==> src/rtl/address_sequencer.sv <==
// Memory address register with load, stride step, signed offset add and a
// return-address stack for call/return; reports overflow, stack status and faults.
module address_sequencer #(
  parameter int unsigned AW         = 6,
  parameter int unsigned STRIDE     = 1,
  parameter int unsigned DEPTH      = 4,
  parameter bit          WRAP_MODE  = 1'b1,
  parameter int unsigned RESET_ADDR = 0
) (
  input  logic          clk,
  input  logic          rst,
  input  logic [2:0]    op,
  input  logic [AW-1:0] in,
  input  logic [AW-1:0] offset,
  input  logic          clr_flags,
  output logic [AW-1:0] out,
  output logic          valid,
  output logic          ovf,
  output logic          full,
  output logic          empty,
  output logic          fault
);

  localparam int unsigned CW = $clog2(DEPTH + 1);
  localparam int unsigned IW = (DEPTH > 1) ? $clog2(DEPTH) : 1;

  localparam logic [2:0] OP_HOLD = 3'b000;
  localparam logic [2:0] OP_LOAD = 3'b001;
  localparam logic [2:0] OP_INC  = 3'b010;
  localparam logic [2:0] OP_DEC  = 3'b011;
  localparam logic [2:0] OP_ADD  = 3'b100;
  localparam logic [2:0] OP_CALL = 3'b101;
  localparam logic [2:0] OP_RET  = 3'b110;
  localparam logic [2:0] OP_RSV  = 3'b111;

  localparam logic [AW-1:0]        RST_A = AW'(RESET_ADDR);
  localparam logic signed [AW+1:0] STEP  = (AW+2)'(STRIDE);
  localparam logic signed [AW+1:0] MAXV  = {2'b00, {AW{1'b1}}};
  localparam logic [CW-1:0]        FULLC = CW'(DEPTH);

  logic [AW-1:0]        stack [DEPTH];
  logic [CW-1:0]        count;
  logic [IW-1:0]        widx, ridx;
  logic signed [AW+1:0] base, sext, res;
  logic                 arith;
  logic [AW-1:0]        nxt_out;
  logic                 nxt_valid, fault_n, ovf_set, push, pop;

  assign full  = (count == FULLC);
  assign empty = (count == '0);
  assign widx  = IW'(count);
  assign ridx  = IW'(count - 1'b1);

  // Two guard bits: enough headroom for unsigned stride and signed offset alike.
  always_comb begin
    base      = $signed({2'b00, out});
    sext      = $signed({{2{offset[AW-1]}}, offset});
    res       = base;
    arith     = 1'b0;
    nxt_out   = out;
    nxt_valid = valid;
    fault_n   = 1'b0;
    ovf_set   = 1'b0;
    push      = 1'b0;
    pop       = 1'b0;
    case (op)
      OP_HOLD: ;
      OP_LOAD: begin
        nxt_out   = in;
        nxt_valid = 1'b1;
      end
      OP_INC: begin
        res   = base + STEP;
        arith = 1'b1;
      end
      OP_DEC: begin
        res   = base - STEP;
        arith = 1'b1;
      end
      OP_ADD: begin
        res   = base + sext;
        arith = 1'b1;
      end
      OP_CALL: begin
        if (full) begin
          fault_n = 1'b1;
        end else begin
          push      = 1'b1;
          nxt_out   = in;
          nxt_valid = 1'b1;
        end
      end
      OP_RET: begin
        if (empty) begin
          fault_n = 1'b1;
        end else begin
          pop       = 1'b1;
          nxt_out   = stack[ridx];
          nxt_valid = 1'b1;
        end
      end
      OP_RSV:  fault_n = 1'b1;
      default: ;
    endcase
    if (arith) begin
      if (res < 0) begin
        ovf_set = 1'b1;
        nxt_out = WRAP_MODE ? res[AW-1:0] : '0;
      end else if (res > MAXV) begin
        ovf_set = 1'b1;
        nxt_out = WRAP_MODE ? res[AW-1:0] : '1;
      end else begin
        nxt_out = res[AW-1:0];
      end
    end
  end

  always_ff @(posedge clk) begin
    if (rst) begin
      out   <= RST_A;
      valid <= 1'b0;
      ovf   <= 1'b0;
      fault <= 1'b0;
      count <= '0;
    end else begin
      out   <= nxt_out;
      valid <= nxt_valid;
      fault <= fault_n;
      ovf   <= ovf_set | (ovf & ~clr_flags);
      if (push)
        count <= count + 1'b1;
      else if (pop)
        count <= count - 1'b1;
    end
  end

  always_ff @(posedge clk) begin
    if (push && !rst)
      stack[widx] <= out;
  end

endmodule

==> config.mk <==
export PLATFORM = sky130hd
export DESIGN_NAME = address_sequencer
export DESIGN_NICKNAME = d
export VERILOG_FILES = /design/src/rtl/address_sequencer.sv
export SDC_FILE = /design/constraint.sdc
export NUM_CORES = 1
export LEC_CHECK = 0
export ABC_AREA = 1
export BUFFER_PORTS_ARGS = -buffer_cell sky130_fd_sc_hd__buf_4
export CORE_UTILIZATION = 55
export DETAILED_ROUTE_END_ITERATION = 16
export HOLD_SLACK_MARGIN = 0.02
export PLACE_DENSITY = 0.84
export SLEW_MARGIN = 25
export SYNTH_ARGS = -nofsm -noshare
export SYNTH_HDL_FRONTEND = slang
export SYNTH_SLANG_ARGS = --single-unit
export TNS_END_PERCENT = 50
==> constraint.sdc <==
create_clock -name clk -period 3.8 [get_ports clk]
set_clock_uncertainty 0.2 [all_clocks]
set_input_delay 0.76 -clock clk [delete_from_list [all_inputs] [get_ports clk]]
set_output_delay 0.76 -clock clk [all_outputs]
set_load 0.01 [all_outputs]
==> summary.txt, run 1 <==
Detailed routing
  – DR pass1 iterations: 5
  – Routed WL: 5181 um
  – Drt wl/cell: 14.64 um
  – Met3 Wirelength: 508 um
  – First DRT Iteration DRCs: 161
  – Antenna viol nets, final: 0
  – Routed wl met2: 2188 um
  – Top layer in use: met4
  – Residual DRC: 0
  – Vias/cell: 5.701
  – Via count: 2018
  – Metal-1 WL: 2354 um

Synth
  – Complex-gate fraction of the synthesized area: 16.49%
  – Sequential share of the synthesized area: 43.37%
  – Syn_area_per_cell: 8.147 um^2
  – Yosys reg bits: 36
  – Async set-reset flop share out of synthesis: 0%
  – Multiplexer share of the synthesized area: 0%
  – Post-Synth Simple-Gate Area: 23.72%
  – Post-synth top area share: 32.52%
  – Area leader, netlist: edfxtp_1
  – Count of flip-flops with a built-in enable after synthesis: 24
  – Xor/xnor share of the synthesized area: 0%
  – Top post-synthesis cells by area: edfxtp_1 33%, dfxtp_1 11%, ha_1 8.5%
  – Syn. warnings: 0
  – Largest family of logic cells by synthesized area: simple AND/OR/NAND/NOR gates
  – Synth Net Count: 306
  – Top FF cell, synth: edfxtp_1
  – Adder-cell share of the synthesized area: 9.373%
  – Mapped Area: 2216 um^2
  – Syn Inst Count: 272
  – Unique masters post-synth: 34

Layout
  – Nets: 339
  – Final Non-Filler Cells: 354
  – Area Growth Syn to Fin: 15.98%
  – Design area: 2570 um^2
  – Layout cells sized above 1: 16.99%
  – Ant diodes: 0

Setup path
  – Crit Path Category: reg2out
  – Setup crit start kind: flop
  – Critical path fanouts, max: 16
  – Critical Path AT: 1.93 ns
  – WP data required: 2.84 ns
  – CP Capture Type: output pin

Power
  – Switch share: 32.58%
  – Leak Pwr: 1.105 nW
  – Logic pwr share: 24.0%
  – PD cells: 384.7 nW/um^2
  – Clk pwr share: 27.7%
  – Pint: 0.6666 mW
  – Power share of the sequential group: 48.3%
  – Net Switching: 0.3222 mW
  – IR drop worst, VDD: 0.3031 mV
  – Total Power: 0.9888 mW

Place
  – # port buffers: 28
  – Placed Cells: 346
  – Post-DP Area: 2477 um^2
  – Final HPWL DP: 3875 um
  – Placer Congestion: 1.015

Die
  – Die ar.: 4287 um^2
  – I/O pin count: 29
  – Die span in x: 65.48 um
  – Core Rows: 22
  – Starting density of the core: 58.76%
  – CORE AREA: 3771 um^2
  – Chip height: 65.48 um

Clocking
  – CTS HTree Levels: 2
  – Clock Sinks: 36
  – Max Root-Sink Buffers: 2
  – Clk slew on worst S/H paths: 0.08 ns
  – # resized after CTS: 0
  – CTS root buffer: clkbuf_8
  – Clock latency at the later pin of the worst-skew pair: 0.29 ns
  – CTS Buf Count: 5
  – Post-CTS Hold Buffers: 0
  – CTS tree: yes
  – Setup bufs post-CTS: 0

Timing
  – Fin crit share: 76.14%
  – Post-layout min period: 2.893 ns
  – Slew Viols, Final: 0
  – Final TNS setup: 0 ns
  – Final setup viols: 0
  – RSZ-0062 raised after global routing: no
  – Hold Slack: 0.2573 ns
  – Fin. Hold Viols: 0
  – Peak Freq: 345.6 MHz
  – Tightest Pin Transition: 0.7276 ns
  – Relative slew slack: 51.12%

Global routing
  – First-pass GRT wire length: 8342 um
  – Vias in the first global route: 1818
  – Total gr overflow: 0
  – All-layer global routing usage: 26.45%
  – Initial antenna violation count: 0
  – Largest net degree at the start of global routing: 17

Run
  – Max-Cap Viols: 0

Hold path
  – HP Class: reg2reg

Status
  – Status: finished clean
## worst max-delay path, cell delays in order, from the launching register on
cell and delay, ns:
dfxtp_1 0.59, inv_1 0.31, ha_1 0.32, ha_1 0.25, buf_4 0.16
## cell families (layout without fill, tap and decap cells)
group                    Yosys count  count (layout)
AND/OR/NAND/NOR                  119             119
AO/OA/AOI/OAI                     61              61
buffers and inverters             40              74
flip-flops                        36              36
adder cells (fa/ha/maj)           16              16
## area by class of cell
| class | instances | area (um^2) |
|---|---|---|
| inverters | 38 | 147.6 |
| well taps | 48 | 60.06 |
| multi-input cells | 196 | 1099 |
| fillers | 296 | 1201 |
| clock buffers | 5 | 68.82 |
| flip-flops and latches | 36 | 960.9 |
| repair buffers | 28 | 210.2 |
| clock inverters | 3 | 23.77 |
## cells in the final DEF (no fill, tap or decap), types with 2 or more instances in the layout
cell / count
nand3b_1: 2
nor2_2: 2
dfxtp_1: 12
o21ai_0: 25
inv_2: 3
nor2_1: 36
a21oi_1: 12
o21ai_2: 2
nor3_1: 3
edfxtp_1: 24
clkbuf_8: 5
or2_2: 3
o21ai_1: 5
o211ai_1: 5
nand2_1: 49
ha_1: 15
nand3_1: 20
buf_4: 28
inv_1: 34
clkinvlp_4: 2
o22ai_1: 4
## synthesized netlist by cell type (3+ instances only)
library cell,n
inv_1,34
inv_2,3
nor3_1,3
o21ai_1,5
o22ai_1,4
a21oi_1,12
nand3_1,20
nand2_1,49
or2_2,3
edfxtp_1,24
ha_1,15
nor2_1,36
dfxtp_1,12
o21ai_0,25
o211ai_1,5
## sequential cells by signal (all words and copies together) (netlist names), named ones only
signal  cells
fault       1
ovf         1
count       3
stack      24
valid       1
out         3
## power groups by stage
stage	registers (mW)	clock network, mW	logic (mW)
after global routing	0.481	0.291	0.266
after CTS	0.478	0.276	0.234
after floorplan	0.474	0	0.159
final	0.477	0.274	0.238
after detailed placement	0.486	0	0.233
after global placement	0.487	0	0.228
## metrics by stage
step	utilization, %	setup slack (ns)
detailed placement	65.69	1.029
global route	68.15	0.7511
finish	68.15	0.9066
global placement	65.69	1.125
floorplan	-	1.478
CTS	68.15	0.9401
## path summary, 6_finish.rpt
kind,startpoint,end,slack [ns],cells past startpoint
max,count[0],full,0.91,4
min,valid,valid,0.26,2
max reg2reg,count[0],stack[1][3],0.94,6
min reg2reg,valid,valid,0.26,2
## per-layer routing
layer	up-vias	GRT usage, %
li1	989	-
met1	908	37.72
met2	105	38.53
met3	16	6.771
met4	0	9.511
met5	-	0
No activity file was read; power rests on OpenSTA's default activity.
==> run 2: changes to the inputs <==
clock period = 2.7 ns   (was 3.8 ns; I/O delays follow)
==> run 2 against run 1 <==
Sequential power increased by 36%. Sequential cell count unchanged. Cell area increased by 3.5%. Register-to-register slack got worse by 0.39 ns. Global-route usage increased by 1.3 points. Setup slack got worse by 0.39 ns. Non-clock buffer count increased by 10. Power increased by 50%. Clock-buffer cell count increased by 1. Critical path depth unchanged. Critical path type unchanged.
==> summary.txt, run 2 (same netlist as run 1, synthesis figures left out) <==
Timing
  – Final setup viols: 0 (unchanged)
  – Peak Freq: 457.6 MHz
  – Relative slew slack: 54.67% (was 51.12%)
  – RSZ-0062 raised after global routing: no (unchanged)
  – Post-layout min period: 2.185 ns
  – Fin. Hold Viols: 0 (unchanged)
  – Final TNS setup: 0 ns (unchanged)
  – Tightest Pin Transition: 0.6748 ns (was 0.7276 ns)
  – Fin crit share: 80.94%
  – Slew Viols, Final: 0 (unchanged)

Global routing
  – All-layer global routing usage: 27.76% (was 26.45%)
  – Largest net degree at the start of global routing: 16 (was 17)
  – Total gr overflow: 0 (unchanged)
  – Initial antenna violation count: 0 (unchanged)
  – First-pass GRT wire length: 8721 um (was 8342 um)
  – Vias in the first global route: 1920 (was 1818)

Clocking
  – CTS tree: yes (unchanged)
  – Clock latency at the later pin of the worst-skew pair: 0.29 ns (about the same)
  – CTS Buf Count: 5 (unchanged)
  – Post-CTS Hold Buffers: 0 (unchanged)
  – Clk slew on worst S/H paths: 0.07 ns (was 0.08 ns)
  – Setup bufs post-CTS: 0 (unchanged)
  – CTS HTree Levels: 2 (unchanged)
  – # resized after CTS: 0 (unchanged)
  – Clock Sinks: 36 (unchanged)
  – Max Root-Sink Buffers: 2 (unchanged)
  – CTS root buffer: clkbuf_8 (unchanged)

Place
  – Post-DP Area: 2552 um^2 (was 2477 um^2)
  – Final HPWL DP: 3877 um (was 3875 um)
  – # port buffers: 28 (unchanged)
  – Placer Congestion: 0.8780 (was 1.015)

Layout
  – Most flop-heavy register: stack (unchanged)
  – Final design utilization: 70.54% (was 68.15%)
  – Commonest non-fill, non-tap cell in the layout: nand2_1 (unchanged)
  – Nets: 349 (was 339)
  – Biggest regs: stack (24), count (3), out (3) (unchanged)
  – Largest register FFs: 24 (unchanged)
  – Ant diodes: 0 (unchanged)
  – Commonest non-fill, non-tap cells in the layout: 49 x nand2_1, 38 x buf_4, 36 x nor2_1 (was 49 x nand2_1, 36 x nor2_1, 34 x inv_1)
  – Design area: 2660 um^2 (was 2570 um^2)
  – Layout cells sized above 1: 19.30% (was 16.99%)
  – Area Growth Syn to Fin: 20.05% (was 15.98%)
  – Layout filler cell count: 317 (was 296)

Power
  – Leak Pwr: 1.172 nW (was 1.105 nW)
  – PD cells: 558.1 nW/um^2 (was 384.7 nW/um^2)
  – IR drop worst, VDD: 0.4267 mV (was 0.3031 mV)
  – Total Power: 1.485 mW (was 0.9888 mW)

Detailed routing
  – Antenna viol nets, final: 0 (unchanged)
  – Vias/cell: 5.516 (was 5.701)
  – Residual DRC: 0 (unchanged)
  – First DRT Iteration DRCs: 176 (was 161)
  – Via count: 2008 (was 2018)
  – DR pass1 iterations: 4 (was 5)
  – Routed WL: 5247 um (was 5181 um)
  – Drt wl/cell: 14.41 um (was 14.64 um)

Run
  – Max-Cap Viols: 0 (unchanged)

Die
  – Core Rows: 22 (unchanged)
  – Die span in x: 65.48 um (unchanged)
  – I/O pin count: 29 (unchanged)
  – Die ar.: 4287 um^2 (unchanged)
  – Chip height: 65.48 um (unchanged)
  – Starting density of the core: 58.76% (unchanged)
  – CORE AREA: 3771 um^2 (unchanged)

Setup path
  – Setup crit start kind: flop (unchanged)
  – Crit Path Category: reg2out (unchanged)
  – Max stage delay cell, worst path: dfxtp_1 (unchanged)
  – Worst path max stage delay: 0.38 ns (was 0.59 ns)
  – Critical path fanouts, max: 3 (was 16)
  – WP data required: 1.96 ns (was 2.84 ns)
  – CP bufs+invs: 2 (unchanged)
  – Most used cell, CP: ha_1 (unchanged)
  – CP top delay family: adder cells (was flip-flops)
  – Critical Path AT: 1.45 ns (was 1.93 ns)
  – CP Capture Type: output pin (unchanged)
  – Crit-path cells: inv_1, ha_1, ha_1, buf_4 (unchanged)

Status
  – Status: finished clean (unchanged)

Hold path
  – HP Class: in2reg (was reg2reg)
[run 2: cell count changes in the layout (fill, tap and decap cells not counted), sizes merged]
cell | previous run | this run
buf | 28 | 38
clkinvlp | 2 | 0
bufinv | 0 | 1
clkbuf | 5 | 6
[run 2: per-stage QoR]
step	hold slack, ns	instances	setup WS [ns]
2_1_floorplan	0.2680	272	0.3870
5_1_grt	0.2494	364	0.3952
6_report	0.2512	364	0.5146
3_5_place_dp	0.2505	356	0.4175
4_1_cts	0.2463	364	0.5313
3_3_place_gp	0.2366	356	0.4550
[run 2: layer usage]
layer  up-vias  routed length, um  global-route usage (%)
met5         -                  0                       0
met4         0                 54                   8.696
met3         8                306                   5.903
met2        71               2475                   45.36
met1       918               2411                   36.60
li1       1011                  -                       -
[run 2: power by group]
part,switching [mW],internal [mW],total (mW)
Combinational,0.222,0.150,0.373
Clock,0.189,0.274,0.463
Sequential,0.0314,0.618,0.649
Total,0.443,1.04,1.48
[run 2: path summary, 6_finish.rpt]
check                 from           to  slack [ns]  cells after the start
setup / recovery  count[1]        empty        0.51                      4
hold / removal         rst          ovf        0.25                      2
setup reg to reg  count[1]  stack[0][1]        0.55                      7
hold reg to reg      valid        valid        0.26                      2
[run 2: final cells by class]
| class | instances | area (um^2) | area share (%) |
|---|---|---|---|
| tap | 48 | 60.06 | 2.258 |
| clock buffer | 6 | 72.57 | 2.728 |
| clock inverter | 2 | 35.03 | 1.317 |
| timing repair buffer | 38 | 285.3 | 10.72 |
| sequential | 36 | 960.9 | 36.12 |
| inverter | 38 | 147.6 | 5.550 |
| multi-input combinational | 196 | 1099 | 41.30 |
==> run 3: changes to the inputs <==
clock period = 2.2 ns   (was 2.7 ns; I/O delays follow)
==> run 3 against run 2 <==
First-iteration DRC count is 38% lower. Cell area is 1.8% higher. Critical path type is now reg2reg. Utilization is 1.3 points higher. Register-to-register slack worse by 0.42 ns. Critical path depth is 5 higher. Non-clock buffer count is 4 higher. Setup slack worse by 0.38 ns.
==> summary.txt, run 3 (same netlist as run 1, synthesis figures left out) <==
Layout
  – Sequential Area: 960.9 um^2 (unchanged)
  – Commonest non-fill, non-tap cells in the layout: 48 x nand2_1, 42 x buf_4, 34 x inv_1 (was 49 x nand2_1, 38 x buf_4, 36 x nor2_1)
  – Largest register FFs: 24 (unchanged)
  – Layout cells sized above 1: 22.19% (was 19.30%)
  – Commonest non-fill, non-tap cell in the layout: nand2_1 (unchanged)
  – Multi-input logic area: 1136 um^2 (was 1099 um^2)
  – Biggest regs: stack (24), count (3), out (3) (unchanged)
  – Layout filler cell count: 289 (was 317)
  – Nets: 353 (was 349)
  – Area Growth Syn to Fin: 22.19% (was 20.05%)
  – Ant diodes: 0 (unchanged)
  – Most flop-heavy register: stack (unchanged)

Timing
  – Post-layout min period: 2.065 ns
  – Fin crit share: 93.87%
  – Final setup viols: 0 (unchanged)
  – RSZ-0062 raised after global routing: no (unchanged)
  – Slew Viols, Final: 0 (unchanged)
  – Final TNS setup: 0 ns (unchanged)
  – Setup ws final: 0.1349 ns (was 0.5146 ns)
  – Relative slew slack: 75.21% (was 54.67%)
  – Fin. Hold Viols: 0 (unchanged)
  – Tightest Pin Transition: 0.3690 ns (was 0.6748 ns)
  – Peak Freq: 484.2 MHz

Die
  – Die ar.: 4287 um^2 (unchanged)
  – Chip height: 65.48 um (unchanged)
  – Core Rows: 22 (unchanged)
  – Die span in x: 65.48 um (unchanged)
  – Starting density of the core: 58.76% (unchanged)
  – CORE AREA: 3771 um^2 (unchanged)
  – I/O pin count: 29 (unchanged)

Setup path
  – Cells on worst reg2reg path: 9 (was 7)
  – Setup crit start kind: flop (unchanged)
  – Max stage delay cell, worst path: ha_1 (was dfxtp_1)
  – Crit Path Category: reg2reg (was reg2out)
  – Flop2flop setup slack: 0.13 ns (was 0.55 ns)
  – WP depth: 9 (was 4)
  – CP bufs+invs: 2 (unchanged)
  – WP data required: 2.22 ns (was 1.96 ns)
  – CP Capture Type: flop (was output pin)
  – Critical Path Source: count[1] (unchanged)
  – Worst path max stage delay: 0.39 ns (was 0.38 ns)
  – Critical path fanouts, max: 8 (was 3)
  – CP top delay family: compound AO/OA/AOI/OAI gates (was adder cells)
  – Crit-path cells: inv_1, ha_1, inv_1, o21ai_0, o22ai_1, nor2_1, o21ai_2, nor2_1, nor2_1 (was inv_1, ha_1, ha_1, buf_4)
  – Worst r2r src: count[1] (unchanged)
  – Critical Path AT: 2.08 ns (was 1.45 ns)
  – Most used cell, CP: nor2_1 (was ha_1)

Global routing
  – All-layer global routing usage: 27.20% (was 27.76%)
  – Largest net degree at the start of global routing: 16 (unchanged)
  – Initial antenna violation count: 0 (unchanged)
  – Total gr overflow: 0 (unchanged)
  – Vias in the first global route: 1941 (was 1920)
  – First-pass GRT wire length: 8652 um (was 8721 um)

Run
  – Max-Cap Viols: 0 (unchanged)

Clocking
  – Setup bufs post-CTS: 0 (unchanged)
  – Clk slew on worst S/H paths: 0.07 ns (about the same)
  – Clock Sinks: 36 (unchanged)
  – CTS Buf Count: 5 (unchanged)
  – Post-CTS Hold Buffers: 0 (unchanged)
  – Clock latency at the later pin of the worst-skew pair: 0.29 ns (about the same)
  – # resized after CTS: 0 (unchanged)
  – CTS HTree Levels: 2 (unchanged)
  – CTS root buffer: clkbuf_8 (unchanged)
  – Max Root-Sink Buffers: 2 (unchanged)
  – CTS tree: yes (unchanged)

Place
  – DP Worst Slack: 0.02466 ns (was 0.4175 ns)
  – # port buffers: 28 (unchanged)
  – Final HPWL DP: 3953 um (was 3877 um)
  – Placer Congestion: 0.8989 (was 0.8780)

Power
  – Leak Pwr: 1.186 nW (was 1.172 nW)
  – PD cells: 642.7 nW/um^2 (was 558.1 nW/um^2)
  – IR drop worst, VDD: 0.3605 mV (was 0.4267 mV)

Detailed routing
  – Drt wl/cell: 14.40 um (was 14.41 um)
  – Routed WL: 5298 um (was 5247 um)
  – Via count: 2029 (was 2008)
  – DR pass1 iterations: 4 (unchanged)
  – Residual DRC: 0 (unchanged)
  – Antenna viol nets, final: 0 (unchanged)
  – Vias/cell: 5.514 (was 5.516)
  – First DRT Iteration DRCs: 109 (was 176)

Hold path
  – HP Class: in2reg (unchanged)

Status
  – Status: finished clean (unchanged)
run 3: changes by cell type in the layout (fill, tap and decap cells not counted):
cell | previous run | this run
clkinv_4 | 0 | 1
nor2_1 | 36 | 32
nand2_2 | 0 | 1
buf_4 | 38 | 42
nor2_2 | 2 | 1
clkbuf_1 | 1 | 0
nor2_4 | 1 | 6
clkinv_2 | 1 | 2
nand2_1 | 49 | 48
bufinv_16 | 1 | 0
run 3: metal layers:
layer  vias to the layer above  track usage [%]  share of wire (%)
met2                        73            48.97                 53
met1                       927            31.98                 40
met5                         -                0                  0
li1                       1019                -                  -
met3                        10            2.778                4.7
met4                         0            13.32                2.2
run 3: cell type report:
cell class,count,area share [%]
flip-flops and latches,36,35.49
multi-input cells,196,41.96
well taps,48,2.218
inverters,38,5.453
clock inverters,3,0.6932
clock buffers,5,2.542
repair buffers,42,11.65
run 3: where the power goes:
part           switching [mW]  internal (mW)
registers              0.0194          0.758
clock network           0.236          0.220
logic                   0.306          0.201
run 3: worst min path at each step:
stage | end | startpoint | depth (start not counted)
finish | valid | rst | 2
global route | valid | rst | 2
CTS | valid | rst | 2
detailed placement | valid | valid | 2
global placement | valid | valid | 2
floorplan | valid | valid | 2
run 3: stage by stage:
step / area, um^2 / utilization, % / power, mW / cells / hold slack (ns)
after CTS: 2708 / 71.80 / 1.736 / 368 / 0.1425
after global routing: 2708 / 71.80 / 1.815 / 368 / 0.1542
after floorplan: 2253 / - / 1.100 / 272 / 0.2680
after global placement: 2620 / 69.48 / 1.274 / 360 / 0.2366
final: 2708 / 71.80 / 1.740 / 368 / 0.1438
after detailed placement: 2620 / 69.48 / 1.286 / 360 / 0.2548
